--- src/rtl/regfile_pkg.sv ---
// Shared definitions for the multi-port integer register file.
// Holds the default geometry, the address/data typedefs sized for that
// default geometry, and the address of the hardwired zero register.
package regfile_pkg;

  localparam int DEFAULT_XLEN = 32;
  localparam int DEFAULT_NREG = 32;
  localparam int DEFAULT_AW   = $clog2(DEFAULT_NREG);

  // Register 0 reads as zero and ignores writes when ZERO_REG is set
  localparam int ZERO_ADDR = 0;

  typedef logic [DEFAULT_AW-1:0]   reg_addr_t;
  typedef logic [DEFAULT_XLEN-1:0] reg_data_t;

endpackage

--- src/rtl/regfile_read_port.sv ---
// One registered read port of register_file_mp.
// Decodes the read address, masks the zero register and out-of-range
// addresses, and holds its outputs while the port is disabled.
// Optional macro REGFILE_BYPASS_EN: a same-cycle write or pend_set to the
// address being read is forwarded into the read result (write-first).
// Without it the port returns the pre-edge array and pend state (read-first).
module regfile_read_port
  import regfile_pkg::*;
#(
  parameter int XLEN     = DEFAULT_XLEN,
  parameter int NREG     = DEFAULT_NREG,
  parameter int ZERO_REG = 1,
  parameter int AW       = $clog2(NREG)
) (
  input  logic            clk,
  input  logic            reset,
  input  logic            rd_en,
  input  logic [AW-1:0]   rd_addr,
  input  logic [XLEN-1:0] mem [NREG],
  input  logic [NREG-1:0] pend,
  input  logic            wr_ok,
  input  logic [AW-1:0]   wr_addr,
  input  logic [XLEN-1:0] wr_data,
  input  logic            ps_ok,
  input  logic [AW-1:0]   pend_addr,
  output logic [XLEN-1:0] rd_data,
  output logic            rd_busy
);

  logic            addr_ok;
  logic [XLEN-1:0] next_data;
  logic            next_busy;

  // The zero register and addresses beyond the array always read as idle zeros
  always_comb begin
    addr_ok = (int'(rd_addr) < NREG) &&
              !((ZERO_REG != 0) && (int'(rd_addr) == ZERO_ADDR));
  end

`ifdef REGFILE_BYPASS_EN
  // Forward the post-edge view: the write replaces data and clears busy, a pend_set wins
  always_comb begin
    next_data = mem[rd_addr];
    next_busy = pend[rd_addr];
    if (wr_ok && (wr_addr == rd_addr)) begin
      next_data = wr_data;
      next_busy = 1'b0;
    end
    if (ps_ok && (pend_addr == rd_addr)) begin
      next_busy = 1'b1;
    end
    if (!addr_ok) begin
      next_data = '0;
      next_busy = 1'b0;
    end
  end
`else
  logic unused_bypass;
  assign unused_bypass = ^{wr_ok, wr_addr, wr_data, ps_ok, pend_addr};

  // Return the pre-edge array and pend state, masked for zero/out-of-range
  always_comb begin
    next_data = mem[rd_addr];
    next_busy = pend[rd_addr];
    if (!addr_ok) begin
      next_data = '0;
      next_busy = 1'b0;
    end
  end
`endif

  // Output registers load on an enabled read and hold otherwise
  always_ff @(posedge clk or posedge reset) begin
    if (reset) begin
      rd_data <= '0;
      rd_busy <= 1'b0;
    end else if (rd_en) begin
      rd_data <= next_data;
      rd_busy <= next_busy;
    end
  end

endmodule

--- src/rtl/register_file_mp.sv ---
// Parametrised multi-read-port integer register file with registered
// reads and a per-register pending (scoreboard) bit.
// Optional macro REGFILE_BYPASS_EN selects write-first forwarding on
// same-cycle write/read hits; the default build is read-first.
module register_file_mp
  import regfile_pkg::*;
#(
  parameter  int XLEN     = DEFAULT_XLEN,
  parameter  int NREG     = DEFAULT_NREG,
  parameter  int NRD      = 2,
  parameter  int ZERO_REG = 1,
  localparam int AW       = $clog2(NREG)
) (
  input  logic                clk,
  input  logic                reset,
  input  logic [NRD-1:0]      rd_en,
  input  logic [NRD*AW-1:0]   rd_addr,
  output logic [NRD*XLEN-1:0] rd_data,
  output logic [NRD-1:0]      rd_busy,
  input  logic                wr_en,
  input  logic [AW-1:0]       wr_addr,
  input  logic [XLEN-1:0]     wr_data,
  input  logic                pend_set,
  input  logic [AW-1:0]       pend_addr
);

  logic [XLEN-1:0] mem [NREG];
  logic [NREG-1:0] pend;
  logic            wr_ok;
  logic            ps_ok;

  // Writes and pend_set only take effect on real, writable registers
  always_comb begin
    wr_ok = wr_en &&
            (int'(wr_addr) < NREG) &&
            !((ZERO_REG != 0) && (int'(wr_addr) == ZERO_ADDR));
    ps_ok = pend_set &&
            (int'(pend_addr) < NREG) &&
            !((ZERO_REG != 0) && (int'(pend_addr) == ZERO_ADDR));
  end

  // Register array; reset clears every entry and drops any write on that edge
  always_ff @(posedge clk or posedge reset) begin
    if (reset) begin
      for (int i = 0; i < NREG; i++) begin
        mem[i] <= '0;
      end
    end else if (wr_ok) begin
      mem[wr_addr] <= wr_data;
    end
  end

  // Scoreboard: a write retires its register, a pend_set applied afterwards wins
  always_ff @(posedge clk or posedge reset) begin
    if (reset) begin
      pend <= '0;
    end else begin
      if (wr_ok) begin
        pend[wr_addr] <= 1'b0;
      end
      if (ps_ok) begin
        pend[pend_addr] <= 1'b1;
      end
    end
  end

  // One independent registered read port per NRD
  for (genvar g = 0; g < NRD; g++) begin : g_rd
    regfile_read_port #(
      .XLEN     (XLEN),
      .NREG     (NREG),
      .ZERO_REG (ZERO_REG),
      .AW       (AW)
    ) u_port (
      .clk       (clk),
      .reset     (reset),
      .rd_en     (rd_en[g]),
      .rd_addr   (rd_addr[g*AW +: AW]),
      .mem       (mem),
      .pend      (pend),
      .wr_ok     (wr_ok),
      .wr_addr   (wr_addr),
      .wr_data   (wr_data),
      .ps_ok     (ps_ok),
      .pend_addr (pend_addr),
      .rd_data   (rd_data[g*XLEN +: XLEN]),
      .rd_busy   (rd_busy[g])
    );
  end

endmodule

--- config.mk ---
export PLATFORM = sky130hd
export DESIGN_NAME = register_file_mp
export DESIGN_NICKNAME = d
export VERILOG_FILES = /design/src/rtl/regfile_pkg.sv /design/src/rtl/regfile_read_port.sv /design/src/rtl/register_file_mp.sv
export SDC_FILE = /design/constraint.sdc
export NUM_CORES = 2
export LEC_CHECK = 0
export CORE_ASPECT_RATIO = 1.75
export CORE_UTILIZATION = 29
export CTS_CLUSTER_DIAMETER = 50
export DETAILED_ROUTE_END_ITERATION = 8
export PLACE_DENSITY = 0.45
export SYNTH_ARGS = -nofsm -noshare
export SYNTH_HDL_FRONTEND = slang
export SYNTH_SLANG_ARGS = --single-unit
--- constraint.sdc ---
create_clock -name clk -period 55.7 [get_ports clk]
set_input_delay 11.14 -clock clk [delete_from_list [all_inputs] [get_ports clk]]
set_output_delay 11.14 -clock clk [all_outputs]
set_load 0.01 [all_outputs]
# Word-level counts from Yosys, hierarchy flattened
# Index checks and enable logic that the tools add are counted.
# totals
output_inout_bits	66
ff_bits	1122
in_bits	58
# classes
reduce_logical	11
bitwise_logic	6
n_lt_le_gt_ge	10
mux	23
# ops
cell	n
1024-bit bitwise mux	1
32-bit binary-select mux with 5-bit select	2
32-bit 2-to-1 mux	9
32-bit demux with 5-bit select	1
32-bit AND	1
32-bit inverter	1
32-bit OR	1
5-bit by 6-bit less-than comparator with 1-bit output, second input constant	4
5-bit logical NOT	4
6-bit greater-or-equal comparator, second input constant	3
5-bit inverter with 6-bit output	3
1-bit binary-select mux with 5-bit select	2
1-bit demux with 5-bit select	2
5-bit by 1-bit greater-or-equal comparator with 1-bit output, second input constant	2
6-bit by 1-bit less-than comparator with 1-bit output, second input constant	1
1-bit 2-to-1 mux	6
1-bit logical AND	5
1-bit logical NOT	2

# Logic depth before layout (Yosys ltp)
# logic_depth
ltp_word	9
depth_mapped	11

# Cells and area by module
# A second synthesis with hierarchy kept.
# hier_totals
hier_cells	4184
hier_area_um2	59393.2
# modules_own_cells
module	n_inst	area_per_inst_um2	cells_per_inst
register_file_mp	1	39766.9	2406
regfile_read_port	2	9813.2	889

# Least setup slack after synthesis
# No wires, ideal clock.
# synth_path
path_kind	input -> register
from	in rd_addr[5]
to	reg g_rd[1].u_port.rd_data[10]
n_path_buf	2
path_slack_ns	42.821
arrival_time_ns	12.741
setup_time_ns	0.138
path_stages	6
path_cell_list	buf_2 -> buf_2 -> mux4_2 -> mux2_2 -> a2111oi_0 -> a21oi_1
# synth_between
elab_chain_len	5
elab_cells_between_ends	6
# synth_rtl
element	line	rtl
start, declared	register_file_mp.sv:17	input logic [NRD*AW-1:0] rd_addr,
5-bit inverter with 6-bit output (not written as such)	regfile_read_port.sv:63	next_data = mem[rd_addr];
32-bit binary-select mux with 5-bit select	regfile_read_port.sv:63	
32-bit 2-to-1 mux (not written as such) (2 in series)	regfile_read_port.sv:63	
32-bit 2-to-1 mux *	regfile_read_port.sv:65	if (!addr_ok) begin
end signal, assigned	regfile_read_port.sv:78	rd_data <= next_data;
end, declared	regfile_read_port.sv:26	output logic [XLEN-1:0] rd_data,
# Mark *: on every way between the ends. The rest lies on a longest branch, timed or not. The select of a mux whose other input is x is not followed.
# A chain may end at the register's enable or synchronous reset.

==> impl_metrics.csv <==
group,metric,value,unit
yosys,synth_compound_area_share,6.79,%
clock_network,cts-root-buf,"clkbuf_16",
floorplan,pin_count,124,
clock_network,clockBufferDepth,3,
route,drc,28,
yosys,synth_area,58800,um2
floorplan,die_y,598,um
run_status,violations,"DRC",
placed_design,dp_slack,39.63,ns
grt,antenna_found_initial,19,
cells_and_area,fill_cells,19900,
setup_path,startpoint_type,"input port",
clock_network,clk-insertion-delay-late,0.74,ns
floorplan,die_w,342,um
setup_path,r2r_end,"g_rd[1].u_port.rd_data[11]",
run_status,status,"finished, violations left",
grt,grt_use_met3,2.89,%
timing,max_freq,0.0661,GHz
grt,grt_pass1_wl,327,mm
setup_path,crit_chain,"clkdlybuf4s50_1 > inv_8 > buf_4 > buf_12 > buf_4 > buf_4",
yosys,ys_seq_area_share,47.8,%
power,peakVddDrop,0.0000251,V
setup_path,r2r_cells,4,
flow_run,maxCapViolations,0,
timing,skew,0.0237,ns
clock_network,cts_sinks,1122,
yosys,netlist_top_cells_area,"dfrtp_1, mux2_2, mux4_2",
yosys,syn-num-nets,4246,
yosys,synth_top_area_cell,"dfrtp_1",
power,power.density,35.9,nW/um2
yosys,synth_ff_type,"dfrtp_1",
yosys,syn_inst,4188,
timing,fin_ws,40.58,ns
grt,grt_pass1_vias,41000,
setup_path,slowest_stage,"buf_4",
yosys,muxShareOfSynthArea,39.5,%
timing,min_period_over_period,27.1,%
setup_path,reg2reg_slack,53.85,ns
timing,worstMarginPinSlew,1.30,ns
cells_and_area,layout_commonest_cell,"dfrtp_1",
route,routed_wl,231,mm
cells_and_area,final_cell_mix,"dfrtp_1, mux2_2, mux2i_1",
yosys,synth.ff_latch_count,1122,
setup_path,crit_type,"in -> async",
power,p_seq_share,45.5,%
power,p_clk_share,35.7,%
setup_path,cp-end-kind,"async pin",
clock_network,cts_tree,"yes",
yosys,synth_top_family_by_area,"multiplexers",
floorplan,core-area,201000,um2
cells_and_area,nets,4131,
yosys,yosysWarnings,0,
grt,grt.met2_usage,39.3,%
placed_design,gp_congestion,0.759,
timing,slew_headroom,13.3,%
timing,finalCriticalPeriod,15.12,ns
power,p_comb_share,18.8,%
min_path,hold_start,"mem[1006]",
setup_path,cp_common_cell,"buf_4",
timing,drv_slew,0,
cells_and_area,drive_gt1_share,35.1,%
yosys,avgSynthCellArea,14.0,um2
floorplan,die_area,205000,um2
yosys,synth_top_area_share,47.8,%
grt,busiest_layer,"met2",
min_path,hold_class,"reg -> reg",
min_path,hold_depth,0,
yosys,synth_fa_ha_area_share,0,%
placed_design,dp_hpwl,127,mm
setup_path,path_delay_family,"buffers and inverters",
power,totalPowerFinal,2390,uW
power,switching_share,28.3,%
route,wl_per_cell,33.9,um
yosys,synthArstFlopShare,100,%
grt,overflow,0,
setup_path,worstPathRequired,56.44,ns
timing,setup_viol,0,
setup_path,cp.arrival,15.86,ns
clock_network,postCtsSetupBuffers,0,
clock_network,post_cts_resized,0,
clock_network,hold_buffers,0,
route,postRouteAntennaNets,0,
route,firstDrtPassIters,7,
clock_network,clk_pin_slew_worst_paths,0.06,ns
floorplan,rows,218,
power,power.internal,1710,uW
setup_path,max_stage_delay,0.87,ns
timing,fin_tns_setup,0,ns
yosys,synthDistinctLibCells,57,
placed_design,port_buffers,123,
route,num_vias,38400,
setup_path,path_max_fanout,156,
timing,rsz0062_at_grt,"no",
floorplan,initial_core_util,29.2,%
route,via_per_inst,5.63,
cells_and_area,syn2layout_area_growth,13.1,%
timing,hold_viol,0,
grt,grt_use_total,22.6,%
setup_path,worst-path-buf-inv,6,
clock_network,cts_buffers,118,
yosys,synth-xor-area-share,0,%
power,p_leak,0.0283,uW
yosys,synth_edf_count,0,
setup_path,cp-startpoint,"reset",
grt,grtUsageMet1,28.3,%
min_path,hold_path_end,"mem[1006]",
yosys,synth_simple_gate_area_share,2.43,%
power,p_sw,676,uW
grt,grt_max_degree,160,
clock_network,h-tree-depth,3,
route,first_iter_violations,2515,
setup_path,r2r-start,"mem[267]",
==> flip-flops by register name (all words and copies together) (netlist names) <==
register             flops
g_rd.u_port.rd_busy      2
g_rd.u_port.rd_data     64
mem                   1024
pend                    32
==> final cells by class <==
class	instances	area, um2	share of cell area (%)
clock inverters	57	702	1.06
flip-flops and latches	1122	28100	42.2
inverters	8	38.8	0.0584
multi-input cells	2608	28900	43.5
repair buffers	215	2010	3.02
diodes	7	17.5	0.0264
well taps	2640	3300	4.97
clock buffers	163	3390	5.10
==> cell families (layout without fill, tap and decap cells) <==
group	count (synthesis)	after routing
AOI/OAI and AO/OA	530	530
buffers and inverters	458	443
DFF	1122	1122
muxes	1769	1769
and+or+nand+nor	309	309
other	0	7
==> stage by stage <==
step / hold slack (ns) / std cells / instance area [um2] / util, %
floorplan: 0.445 / 4188 / 58800 / -
global placement: 0.385 / 6593 / 62400 / 31.0
detailed placement: 0.388 / 6593 / 62400 / 31.0
CTS: 0.405 / 6813 / 66400 / 33.0
global route: 0.416 / 6814 / 66500 / 33.0
finish: 0.400 / 6820 / 66500 / 33.0
==> worst register-to-register path, delay by kind of cell (launching register included) <==
family          cells  cell delay, ns
flops               1            0.41
mux                 2            0.81
compound gates      2            0.52
==> cell usage after synthesis, drive strengths merged (2+ instances only) <==
cell and n:
o22ai 96, nand2b 24, or3 2, dfrtp 1122
a21oi 83, inv 7, clkbuf 253, mux4 333
nor2 133, a221oi 50, nand3 8, o221ai 13
mux2i 379, a311oi 13, and3 4, nor3 8
nand3b 10, o21a 13, or2 3, a211oi 14
or3b 3, a22o 12, o21ai 56, a32o 2
a2111oi 51, buf 197, mux2 1057, and2 5
o211ai 70, nor2b 19, nor3b 6, nand2 79
o22a 50
==> worst max-delay path by stage <==
| stage | end | slack, ns | depth (start not counted) |
|---|---|---|---|
| floorplan | g_rd[0].u_port.rd_busy | 12.96 | 1 |
| finish | mem[836] | 40.58 | 6 |
| CTS | mem[516] | 40.43 | 6 |
| global route | mem[515] | 39.88 | 6 |
| detailed placement | mem[804] | 39.63 | 6 |
| global placement | mem[548] | 39.71 | 6 |
==> per-layer routing <==
metal	vias up	part of all wire, %
li1	15700	-
met1	21100	40
met2	1067	51
met3	401	5.0
met4	4	4.2
met5	-	0.012
==> power groups by stage <==
stage | clock (uW) | sequential [uW] | combinational, uW
final | 853 | 1090 | 450
after global routing | 902 | 1110 | 484
after CTS | 874 | 1090 | 456
after detailed placement | 0 | 1100 | 454
after global placement | 0 | 1090 | 447
after floorplan | 0 | 1060 | 343
(Power assumes the default switching activity.)
